`config.mk`:
```
export PLATFORM = sky130hd
export DESIGN_NAME = muldiv
export DESIGN_NICKNAME = d
export VERILOG_FILES = /design/src/rtl/muldiv.sv
export SDC_FILE = /design/constraint.sdc
export NUM_CORES = 1
export LEC_CHECK = 0
export BUFFER_PORTS_ARGS = -buffer_cell sky130_fd_sc_hd__buf_2
export CAP_MARGIN = 40
export CORE_ASPECT_RATIO = 0.5
export CORE_UTILIZATION = 55
export CTS_CLUSTER_DIAMETER = 100
export CTS_CLUSTER_SIZE = 10
export DETAILED_ROUTE_END_ITERATION = 16
export PLACE_DENSITY = 0.84
export SLEW_MARGIN = 10
export SYNTH_ARGS = -nofsm -noshare
export SYNTH_HDL_FRONTEND = slang
export SYNTH_SLANG_ARGS = --single-unit
```
`constraint.sdc`:
```
create_clock -name clk -period 3.1 [get_ports clk]
set_clock_uncertainty 0.05 [all_clocks]
set_input_delay 0.155 -clock clk [delete_from_list [all_inputs] [get_ports clk]]
set_output_delay 0.155 -clock clk [all_outputs]
set_load 0.05 [all_outputs]
```
`src/rtl/muldiv.sv`:
```
// muldiv: multi-cycle MULT/MULTU/DIV/DIVU unit holding HI/LO (MTHI/MTLO via hi_we/lo_we/wdata).
// Ports: start/op/rs/rt issue, busy/done handshake, hi/lo results. Option: MULDIV_FAST_MUL_EN.
module muldiv #(
  parameter int XLEN = 32
) (
  input  logic            clk,
  input  logic            rst_n,
  input  logic            start,
  input  logic [1:0]      op,
  input  logic [XLEN-1:0] rs,
  input  logic [XLEN-1:0] rt,
  input  logic            hi_we,
  input  logic            lo_we,
  input  logic [XLEN-1:0] wdata,
  output logic            busy,
  output logic            done,
  output logic [XLEN-1:0] hi,
  output logic [XLEN-1:0] lo
);

  typedef enum logic [1:0] {IDLE, CALC, FIX} state_t;

  state_t            state;
  logic [1:0]        op_q;
  logic              sa;
  logic              sb;
  logic              dz;
  logic [XLEN-1:0]   m;
  logic [2*XLEN-1:0] acc;
  logic [5:0]        cnt;

  logic              sgn;
  logic [XLEN-1:0]   abs_a;
  logic [XLEN-1:0]   abs_b;
  logic [XLEN:0]     mul_sum;
  logic [XLEN:0]     div_sh;
  logic [XLEN:0]     div_diff;
  logic              div_ge;
  logic [2*XLEN-1:0] step;
  logic [2*XLEN-1:0] prod;
  logic [XLEN-1:0]   quo;
  logic [XLEN-1:0]   rem;
  logic [XLEN-1:0]   res_hi;
  logic [XLEN-1:0]   res_lo;

  // m is the addend (|rs|) for multiply, the divisor (|rt|) for divide.
  // acc low half starts as the multiplier or the dividend.
  always_comb begin
    sgn   = ~op[0];
    abs_a = (sgn && rs[XLEN-1]) ? -rs : rs;
    abs_b = (sgn && rt[XLEN-1]) ? -rt : rt;
  end

  always_comb begin
    mul_sum  = {1'b0, acc[2*XLEN-1:XLEN]} + {1'b0, m};
    div_sh   = {acc[2*XLEN-1:XLEN], acc[XLEN-1]};
    div_diff = div_sh - {1'b0, m};
    div_ge   = (div_sh >= {1'b0, m});
    if (op_q[1]) begin
      if (div_ge)
        step = {div_diff[XLEN-1:0], acc[XLEN-2:0], 1'b1};
      else
        step = {div_sh[XLEN-1:0], acc[XLEN-2:0], 1'b0};
    end else begin
      step = acc[0] ? {mul_sum, acc[XLEN-1:1]}
                    : {1'b0, acc[2*XLEN-1:XLEN], acc[XLEN-1:1]};
    end
  end

  always_comb begin
`ifdef MULDIV_FAST_MUL_EN
    prod = acc;
`else
    prod = (sa ^ sb) ? -acc : acc;
`endif
    quo = acc[XLEN-1:0];
    rem = acc[2*XLEN-1:XLEN];
    if (op_q[1]) begin
      res_lo = dz ? '1 : ((sa ^ sb) ? -quo : quo);
      res_hi = sa ? -rem : rem;
    end else begin
      res_lo = prod[XLEN-1:0];
      res_hi = prod[2*XLEN-1:XLEN];
    end
  end

`ifdef MULDIV_FAST_MUL_EN
  logic [2*XLEN-1:0] ext_a;
  logic [2*XLEN-1:0] ext_b;
  logic [2*XLEN-1:0] fast_prod;

  // Low 2*XLEN bits of the product of extended operands equal
  // the signed or unsigned product.
  always_comb begin
    ext_a     = {{XLEN{sgn & rs[XLEN-1]}}, rs};
    ext_b     = {{XLEN{sgn & rt[XLEN-1]}}, rt};
    fast_prod = ext_a * ext_b;
  end
`endif

  always_ff @(posedge clk or negedge rst_n) begin
    if (!rst_n) begin
      state <= IDLE;
      op_q  <= '0;
      sa    <= 1'b0;
      sb    <= 1'b0;
      dz    <= 1'b0;
      m     <= '0;
      acc   <= '0;
      cnt   <= '0;
      busy  <= 1'b0;
      done  <= 1'b0;
      hi    <= '0;
      lo    <= '0;
    end else begin
      done <= 1'b0;
      unique case (state)
        IDLE: begin
          if (start) begin
            op_q  <= op;
            sa    <= sgn & rs[XLEN-1];
            sb    <= sgn & rt[XLEN-1];
            dz    <= (rt == '0);
            m     <= op[1] ? abs_b : abs_a;
            acc   <= {{XLEN{1'b0}}, op[1] ? abs_a : abs_b};
            cnt   <= '0;
            busy  <= 1'b1;
            state <= CALC;
`ifdef MULDIV_FAST_MUL_EN
            if (!op[1]) begin
              acc   <= fast_prod;
              state <= FIX;
            end
`endif
          end else begin
            if (hi_we) hi <= wdata;
            if (lo_we) lo <= wdata;
          end
        end
        CALC: begin
          acc <= step;
          cnt <= cnt + 6'd1;
          if (cnt == 6'd31) state <= FIX;
        end
        FIX: begin
          hi    <= res_hi;
          lo    <= res_lo;
          done  <= 1'b1;
          busy  <= 1'b0;
          state <= IDLE;
        end
        default: state <= IDLE;
      endcase
    end
  end

endmodule

```
-- Yosys cells after proc, flatten, opt, wreduce, memory -nomap -nowiden
Index checks and enable logic that the tools add are counted.
- output and inout port bits: 66
- logic and storage cells: 74
- register bits: 175
- memories: 0
- bits of input ports: 103
- memory bits (read-only): 0
- bits in writable memories: 0
- bits in latches: 0
- shifts and indexed selects: 0
- muxes and demuxes: 29
- div/mod/pow operators: 0
- eq/ne operators: 8
- reductions and logical operators: 12
- magnitude comparators: 1
- add/sub/neg operators: 8
- bitwise logic cells: 4
- multipliers: 0
- operators with widths (cell ; number):
    $mux 32 ; 13
    $mux 64 ; 5
    $neg 32->32 ; 4
    $pmux 32 s2 ; 2
    $pmux 64 s2 ; 1
    $neg 64->64 ; 1
    $add 32x32->33 ; 1
    $ge 33x32->1 ; 1
    $logic_not 32->1 ; 1
    $sub 32x32->32 ; 1
    $pmux 6 s2 ; 1
    $ne 2x2->1 const B ; 5
    $reduce_and 2->1 ; 4
    $add 6x1->6 const B ; 1
    $eq 6x5->1 const B ; 1
    $mux 6 ; 1
    $reduce_and 3->1 ; 2
    $mux 2 ; 2
    $pmux 2 s2 ; 1
    $reduce_bool 2->1 ; 2
    $and 1x1->1 ; 2
    $eq 2x1->1 const B ; 1
    $eq 2x2->1 const B ; 1
    $logic_and 1x1->1 ; 2
    5 further kinds ; 6

-- Logic depth before layout (Yosys ltp)
Gate-level depths: netlist (run 1).
- depth after elaboration: 6
- gate-level depth with buffers: 14
- gate-level depth less buffers: 13

-- Worst setup path after synthesis (run 1)
Ideal clock, no wire load.
- path kind: register to register
- start: reg acc[36]
- end: reg acc[47]
- data required time: 2.928 ns
- stages on the path, launching flop included: 14
- buffers on the path: 3
- period minus slack after synthesis: 3.176 ns
- library setup time: 0.122 ns
- data arrival time: 3.005 ns
- setup slack: -0.076 ns
- path through: dfrtp_1 > ha_1 > clkbuf_1 > a41o_1 > a21o_1 > a21oi_1 > a211oi_1 > or4b_4 > and3b_1 > buf_2 > nor2_4 > buf_4 > o211ai_1 > a32o_1
- word-level cells in the longest chain between the ends: 4
- elaborated cells between the ends (all ways): 7
- classes of those cells: add/sub (2); order compare (1); mux (4)
- RTL lines (item ; RTL line ; text):
    start: declaration ; 29 ; logic [2*XLEN-1:0] acc;
    start signal: assignment ; 125 ; acc <= {{XLEN{1'b0}}, op[1] ? abs_a : abs_b};
    start signal: assignment ; 141 ; acc <= step;
    $add 32x32->33 (tied with other cells) ; 55 ; mul_sum = {1'b0, acc[2*XLEN-1:XLEN]} + {1'b0, m};
    $mux 64, on equally long branches ; 65, 60 ;
    $mux 64 (*) ; 59 ; if (op_q[1]) begin
    $pmux 64 s2 (*) ; 117 ; unique case (state)
Every way passes the cells marked *; elsewhere a longest branch is shown, timed or not.
A chain may end at the register's enable or synchronous reset.

-- Worst setup path after layout (run 1)
- start: reg acc[32]
- end: reg hi[22]
- word-level cells in the longest chain between the ends: 4
- elaborated cells between the ends (all ways): 6
- classes of those cells: add/sub (2); mux (4)
- RTL lines (item ; RTL line ; text):
    $neg 64->64 or $neg 32->32 (tied branches) ; 74, 80 ;
    $mux 64 or $mux 32 (tied branches) ; 74, 80 ;
    $mux 32 (*) ; 78 ; if (op_q[1]) begin
    $pmux 32 s2 (*) ; 117 ;
    end signal: assignment ; 136 ; if (hi_we) hi <= wdata;
    end signal: assignment ; 146 ; hi <= res_hi;
    end: declaration ; 17 ; output logic [XLEN-1:0] hi,
Marked as above.

==> results of run 1 <==
## how the worst min path moves through the flow
stage,startpoint,end,slack [ns],cells after the start
5_1_grt,wdata[9],hi[9]$_DFFE_PN0P_,0.01,3
3_5_place_dp,rst_n,acc[9]$_DFFE_PN0P_,0.19,1
2_1_floorplan,rst_n,acc[0]$_DFFE_PN0P_,-0.19,0
3_3_place_gp,rst_n,acc[9]$_DFFE_PN0P_,0.18,1
4_1_cts,wdata[9],hi[9]$_DFFE_PN0P_,0.0008,3
6_report,wdata[9],hi[9]$_DFFE_PN0P_,0.0009,3
## metrics by stage
step / power (mW) / std cells
finish: 23.0 / 2693
global route: 24.1 / 2693
CTS: 21.4 / 2676
detailed placement: 18.7 / 2615
global placement: 18.5 / 2615
floorplan: 13.2 / 1994
## critical path, cell delays in order (launching register included)
cell     delay (ns)
dfrtp_1        0.39
buf_6          0.14
buf_6          0.12
inv_4          0.06
ha_4           0.12
or4b_4         0.45
or4_4          0.54
or2_4          0.31
buf_4          0.16
nor3_4         0.13
o21ai_2        0.09
xnor2_2        0.20
nor2_1         0.06
a21oi_1        0.13
o21ai_1        0.07
## synth_stat cells, types with 18 or more instances
cell	instances
nor4_1	19
mux2i_1	65
o21ai_0	217
nor2_1	177
xor2_1	80
a211oi_1	23
dfrtp_1	174
nand3_1	36
a21o_1	36
o22ai_1	35
nand2_1	224
inv_1	61
ha_1	69
clkbuf_1	107
a31oi_1	23
nor3_1	45
o211ai_1	21
a21oi_1	186
o31ai_1	20
nor2b_1	18
xnor2_1	92
## layout make-up
type | count | area [sq um] | share of cell area [%]
well taps | 374 | 468 | 2.41
multi-input cells | 1625 | 10800 | 55.6
clock inverters | 13 | 194 | 0.999
repair buffers | 425 | 2920 | 15.0
flip-flops and latches | 174 | 4360 | 22.5
inverters | 63 | 241 | 1.24
clock buffers | 19 | 433 | 2.23
## report_power, final
part | total, mW | internal, mW | leakage [nW] | switching [mW]
logic | 16.5 | 6.92 | 6.32 | 9.56
clock network | 2.41 | 1.31 | 0.303 | 1.11
registers | 4.06 | 3.12 | 2.10 | 0.936
## registers in the layout, summed over array words and instances, names as in the netlist, 2 cells and up
name   count
m         32
acc       64
lo        32
cnt        6
hi        32
state      2
## what timing repair did
item / CTS / global route
gates resized for setup: 37 / 97
hold buffers: 19 / 0
setup endpoints to repair: 31 / 50
pin swaps: 23 / 55
endpoints found under the hold margin: 98 / 0
setup buffers: 10 / 17
## layout by cell type (no fill, tap or decap), types with 10 or more instances in the layout
cell type and n:
buf_6 10, dfrtp_1 169, nand2_1 223, o22ai_1 35, a21o_1 36, o21ai_0 196
ha_4 11, a31oi_1 21, buf_2 167, inv_1 54, xor2_1 80, buf_4 224
o21ai_1 26, a21oi_2 14, nor2b_1 15, ha_1 53, mux2i_1 64, nor3_1 39
a211oi_1 21, mux2_2 15, clkbuf_16 17, o41ai_1 10, nor2_1 175, and2_1 10
or3_1 14, xnor2_1 90, nand3_1 34, dlygate4sd3_1 19, and3_1 12, o221ai_1 10
nor4_1 19, nand4_1 11, o31ai_1 19, a21oi_1 171, nand2b_1 15, o211ai_1 21
## layer usage
metal  share of wire (%)  up-vias
met2                  39     1178
met4                 3.7        0
met3                  15      159
li1                    -     7850
met1                  42     8234
met5                   0        -
## logic make-up after synthesis
family,synth area share [%]
DFF,28.3
buffers and inverters,4.89
muxes,5.33
xor gates and xnor gates,9.79
adders and majority gates,5.87
AOI/OAI and AO/OA,26.7
and+or+nand+nor,19.2
==> impl_metrics.toml, run 1 <==
[sta]
fin_hold_ws_ns = 0.000865
rsz0062_at_grt = "yes"
fmax_ghz = 0.318
hold_viol = 0
setup_viol = 3
slew_viol_final = 0
relSlewSlack_pct = 33.6
fin_ws_ns = -0.0489
tightestPinTransition_ns = 0.996
timing.final.crit_share_pct = 102
min_period_ns = 3.15
fin_tns_setup_ns = -0.112

[finish]
fill_cells = 2062
final_core_util_pct = 72.0
layout-drive-gt1-share_pct = 24.3
areaGrowthSynthToFinish_pct = 26.1
diodes = 0
num-nets-final = 2480
fin_area_sq_um = 19400

[cts]
clock_latency_ns = 0.47
clk_pin_slew_worst_paths_ns = 0.08
cts_made_buffers = 17
cts_tree = "yes"
clkSinkCount = 174
cts_root_buffer = "clkbuf_16"
clockBufferDepth = 2
cts_max_level = 4

[global_routing]
grtUsageMet2_pct = 56.8
antenna_found_initial = 0
grt-busiest-layer = "met1"
grtUsageMet1_pct = 60.0
overflow = 0
first_global_vias = 15940
grt_max_degree = 78
met3_usage_pct = 14.8
grt_pass1_wl_um = 91200
grtUsageTotal_pct = 41.6

[synth]
yosysWarnings = 0
syn-cell-area_sq_um = 15400
syn_nets = 2168
synth_edf_count = 0
synth-async-reset-ratio_pct = 100
synthCells = 1994
ys_types = 86
ys.flop_type = "dfrtp_1"
ys_seq_area_share_pct = 28.3
yosysTopAreaCell = "dfrtp_1"
synth_seq_cells = 174
synth.area.top_cells = "dfrtp_1, o21ai_0, a21oi_1"
syn_area_per_cell_sq_um = 7.72
yosys.area.top_type_share_pct = 28.3

[drt]
post-route-drc-count = 0
route.detailed.wl_per_inst_um = 22.4
wirelength_um = 60400
dr.pass1.iters = 7
dr.first_iter.drc_count = 2449
via_per_inst = 6.47
num_vias = 17421
ant_nets = 0

[power_and_ir_drop]
p_per_area_nw_per_um2 = 1180
vdd_drop_max_v = 0.000708
p_leak_nw = 8.73

[outcome]
violations = "setup timing"
status = "finished, violations left"

[critical_path]
crit_path_max_fanout = 7
endpoint_kind = "flip-flop"
crit_required_ns = 3.37
crit_start = "acc[32]$_DFFE_PN0P_"
reg2reg_setup_slack_ns = -0.05
cp.arrival_ns = 3.42
timing.rr.end = "hi[22]$_DFFE_PN0P_"
cp-start-kind = "flip-flop"
r2r_cells = 14
crit_path_end = "hi[22]$_DFFE_PN0P_"
r2r-start = "acc[32]$_DFFE_PN0P_"
crit_type = "flip-flop to flip-flop"

[hold_path]
hold_class = "input pin to flip-flop"

[placement]
place_area_sq_um = 17800
portBuffers = 168
dp_slack_ns = -0.177
hpwl_um = 45400
gp_congestion = 1.03

[floorplanning]
initial_core_util_pct = 57.1
core_sq_um = 27000
die_x_um = 239
die_area_sq_um = 28700
fp.dieH_um = 120
rows = 42
io_pins = 169

[run]
maxCapViolCount = 0
No activity file was read; power rests on OpenSTA's default activity.
==> inputs of run 2 (changes only) <==
Settings changed: BUFFER_PORTS_ARGS -buffer_cell sky130_fd_sc_hd__buf_2 to unset, CORE_UTILIZATION 55 to 57, DONT_BUFFER_PORTS set to 1, GPL_ROUTABILITY_DRIVEN set to 0, PLACE_DENSITY 0.84 to 0.8.
==> impl_metrics.toml, run 2 (synthesis gave the netlist of run 1 again) <==
[finish]
final_core_util_pct = 68.7
final_cells = 2483
num-nets-final = 2291
largest_reg_flops = 64
layout_common_cells = "nand2_1, o21ai_0, buf_4"
areaGrowthSynthToFinish_pct = 18.3
final_common_cell = "nand2_1"
fin_area_sq_um = 18200
layout-drive-gt1-share_pct = 15.2
max_flop_register = "acc"

[drt]
ant_nets = 0
wirelength_um = 56500
via_per_inst = 6.80
top_layer = "met5"
num_vias = 16877
wl_met3_um = 8600
dr.first_iter.drc_count = 2490
post-route-drc-count = 0
route.detailed.wl_per_inst_um = 22.8
met1Wirelength_um = 22200
met2_length_um = 22800
dr.pass1.iters = 6

[sta]
fin_hold_ws_ns = -0.672
hold_viol = 174
fin_ws_ns = -0.0209
relSlewSlack_pct = 32.2
timing.final.crit_share_pct = 101
slew_viol_final = 0
setup_viol = 4
rsz0062_at_grt = "yes"
min_period_ns = 3.12
fmax_ghz = 0.320
tightestPinTransition_ns = 1.02

[floorplanning]
die_x_um = 234
io_pins = 169
core_sq_um = 26500
initial_core_util_pct = 58.1
fp.dieH_um = 118
die_area_sq_um = 27700
rows = 42

[global_routing]
grt_pass1_wl_um = 85600
overflow = 0
antenna_found_initial = 2
grt_max_degree = 175
first_global_vias = 15368
grtUsageTotal_pct = 40.1

[cts]
cts_made_buffers = 17
cts_tree = "yes"
clockBufferDepth = 2
clock_latency_ns = 0.46
ctsHoldBuffers = 42
clk_pin_slew_worst_paths_ns = 0.08
cts_root_buffer = "clkbuf_16"
clkSinkCount = 174
cts_max_level = 4

[hold_path]
hold_class = "input pin to async pin"

[critical_path]
cp.arrival_ns = 3.42
r2r_cells = 10
crit_path_max_fanout = 11
cp-start-kind = "flip-flop"
worstPathCellList = "ha_1 -> a21oi_1 -> o211ai_1 -> a21o_1 -> or4b_4 -> and3b_2 -> nor2_4 -> buf_12 -> o211ai_1 -> a32o_1"
crit_top_cell = "o211ai_1"
endpoint_kind = "flip-flop"
crit_required_ns = 3.40
crit_family = "compound AO/OA/AOI/OAI gates"
crit_type = "flip-flop to flip-flop"
cp.depth = 10
cp_num_buf_inv = 1
cp_slowest_cell = "or4b_4"
cp_slowest_stage_delay_ns = 0.55

[placement]
portBuffers = 0
hpwl_um = 41100
place_area_sq_um = 16700
dp.cells = 2394

[power_and_ir_drop]
p_leak_nw = 7.92
vdd_drop_max_v = 0.000586
p_per_area_nw_per_um2 = 1170
p_total_mw = 21.4

[run]
maxCapViolCount = 0

[outcome]
violations = "hold timing, setup timing"
status = "finished, violations left"
==> run 2: changes by cell type in the layout (fill, tap and decap cells not counted), sizes merged <==
cell         change
dlygate4sd3     +22
clkinv           +5
clkbuf           -2
diode            +1
inv              -2
bufinv           -1
buf            -211
==> run 2: final cells by class <==
class / count / area, sq um
clock inverter: 15 / 198
fill: 2028 / 8280
inverter: 63 / 236
clock buffer: 17 / 425
antenna: 1 / 2.50
timing repair buffer: 236 / 1950
tap: 352 / 440
sequential: 174 / 4360
multi-input combinational: 1625 / 10600
==> run 2: path summary, 6_finish.rpt <==
check                                         start              endpoint  slack (ns)
worst max-delay path            acc[51]$_DFFE_PN0P_   acc[43]$_DFFE_PN0P_       -0.02
worst min-delay path                          rst_n    lo[27]$_DFFE_PN0P_       -0.67
worst max register to register  acc[51]$_DFFE_PN0P_   acc[43]$_DFFE_PN0P_       -0.02
worst min register to register   cnt[5]$_DFFE_PN0P_  state[1]$_DFFE_PN0P_        0.44
max in group asynchronous                     rst_n     m[17]$_DFFE_PN0P_        3.37
min in group clk                             rt[18]     m[18]$_DFFE_PN0P_           0
==> run 2: what timing repair did <==
action | CTS | global route
gates resized for setup | 13 | 62
hold endpoints to repair | 264 | 174
setup buffers | 1 | 13
pin swaps | 4 | 36
endpoints found under the setup margin | 28 | 47
==> run 2: power breakdown <==
| part | leakage [nW] | total (mW) | switching [mW] | internal, mW |
|---|---|---|---|---|
| registers | 2.11 | 4.92 | 1.82 | 3.10 |
| logic | 5.51 | 14.1 | 8.03 | 6.11 |
| clock network | 0.301 | 2.33 | 1.10 | 1.23 |
| total | 7.92 | 21.4 | 11.0 | 10.4 |
==> run 2: worst register-to-register path, delay by kind of cell (launching register included) <==
family          cells  cell delay, ns
buf+inv             1            0.15
fa+ha+maj           1            0.33
flops               1            0.46
compound gates      5            1.10
simple gates        3            0.94
==> run 2: metal layers <==
| metal | vias to the layer above | track usage, % |
|---|---|---|
| li1 | 7469 | - |
| met1 | 7920 | 54.1 |
| met2 | 1259 | 56.1 |
| met3 | 227 | 15.9 |
| met4 | 2 | 17.7 |
| met5 | - | 0 |
==> run 2: metrics by stage <==
step	setup WS [ns]	setup TNS [ns]
2_1_floorplan	-0.00130	-0.00130
3_3_place_gp	-0.0358	-0.120
3_5_place_dp	-0.113	-0.841
4_1_cts	0.00352	0
5_1_grt	-0.113	-1.08
6_report	-0.0209	-0.0414
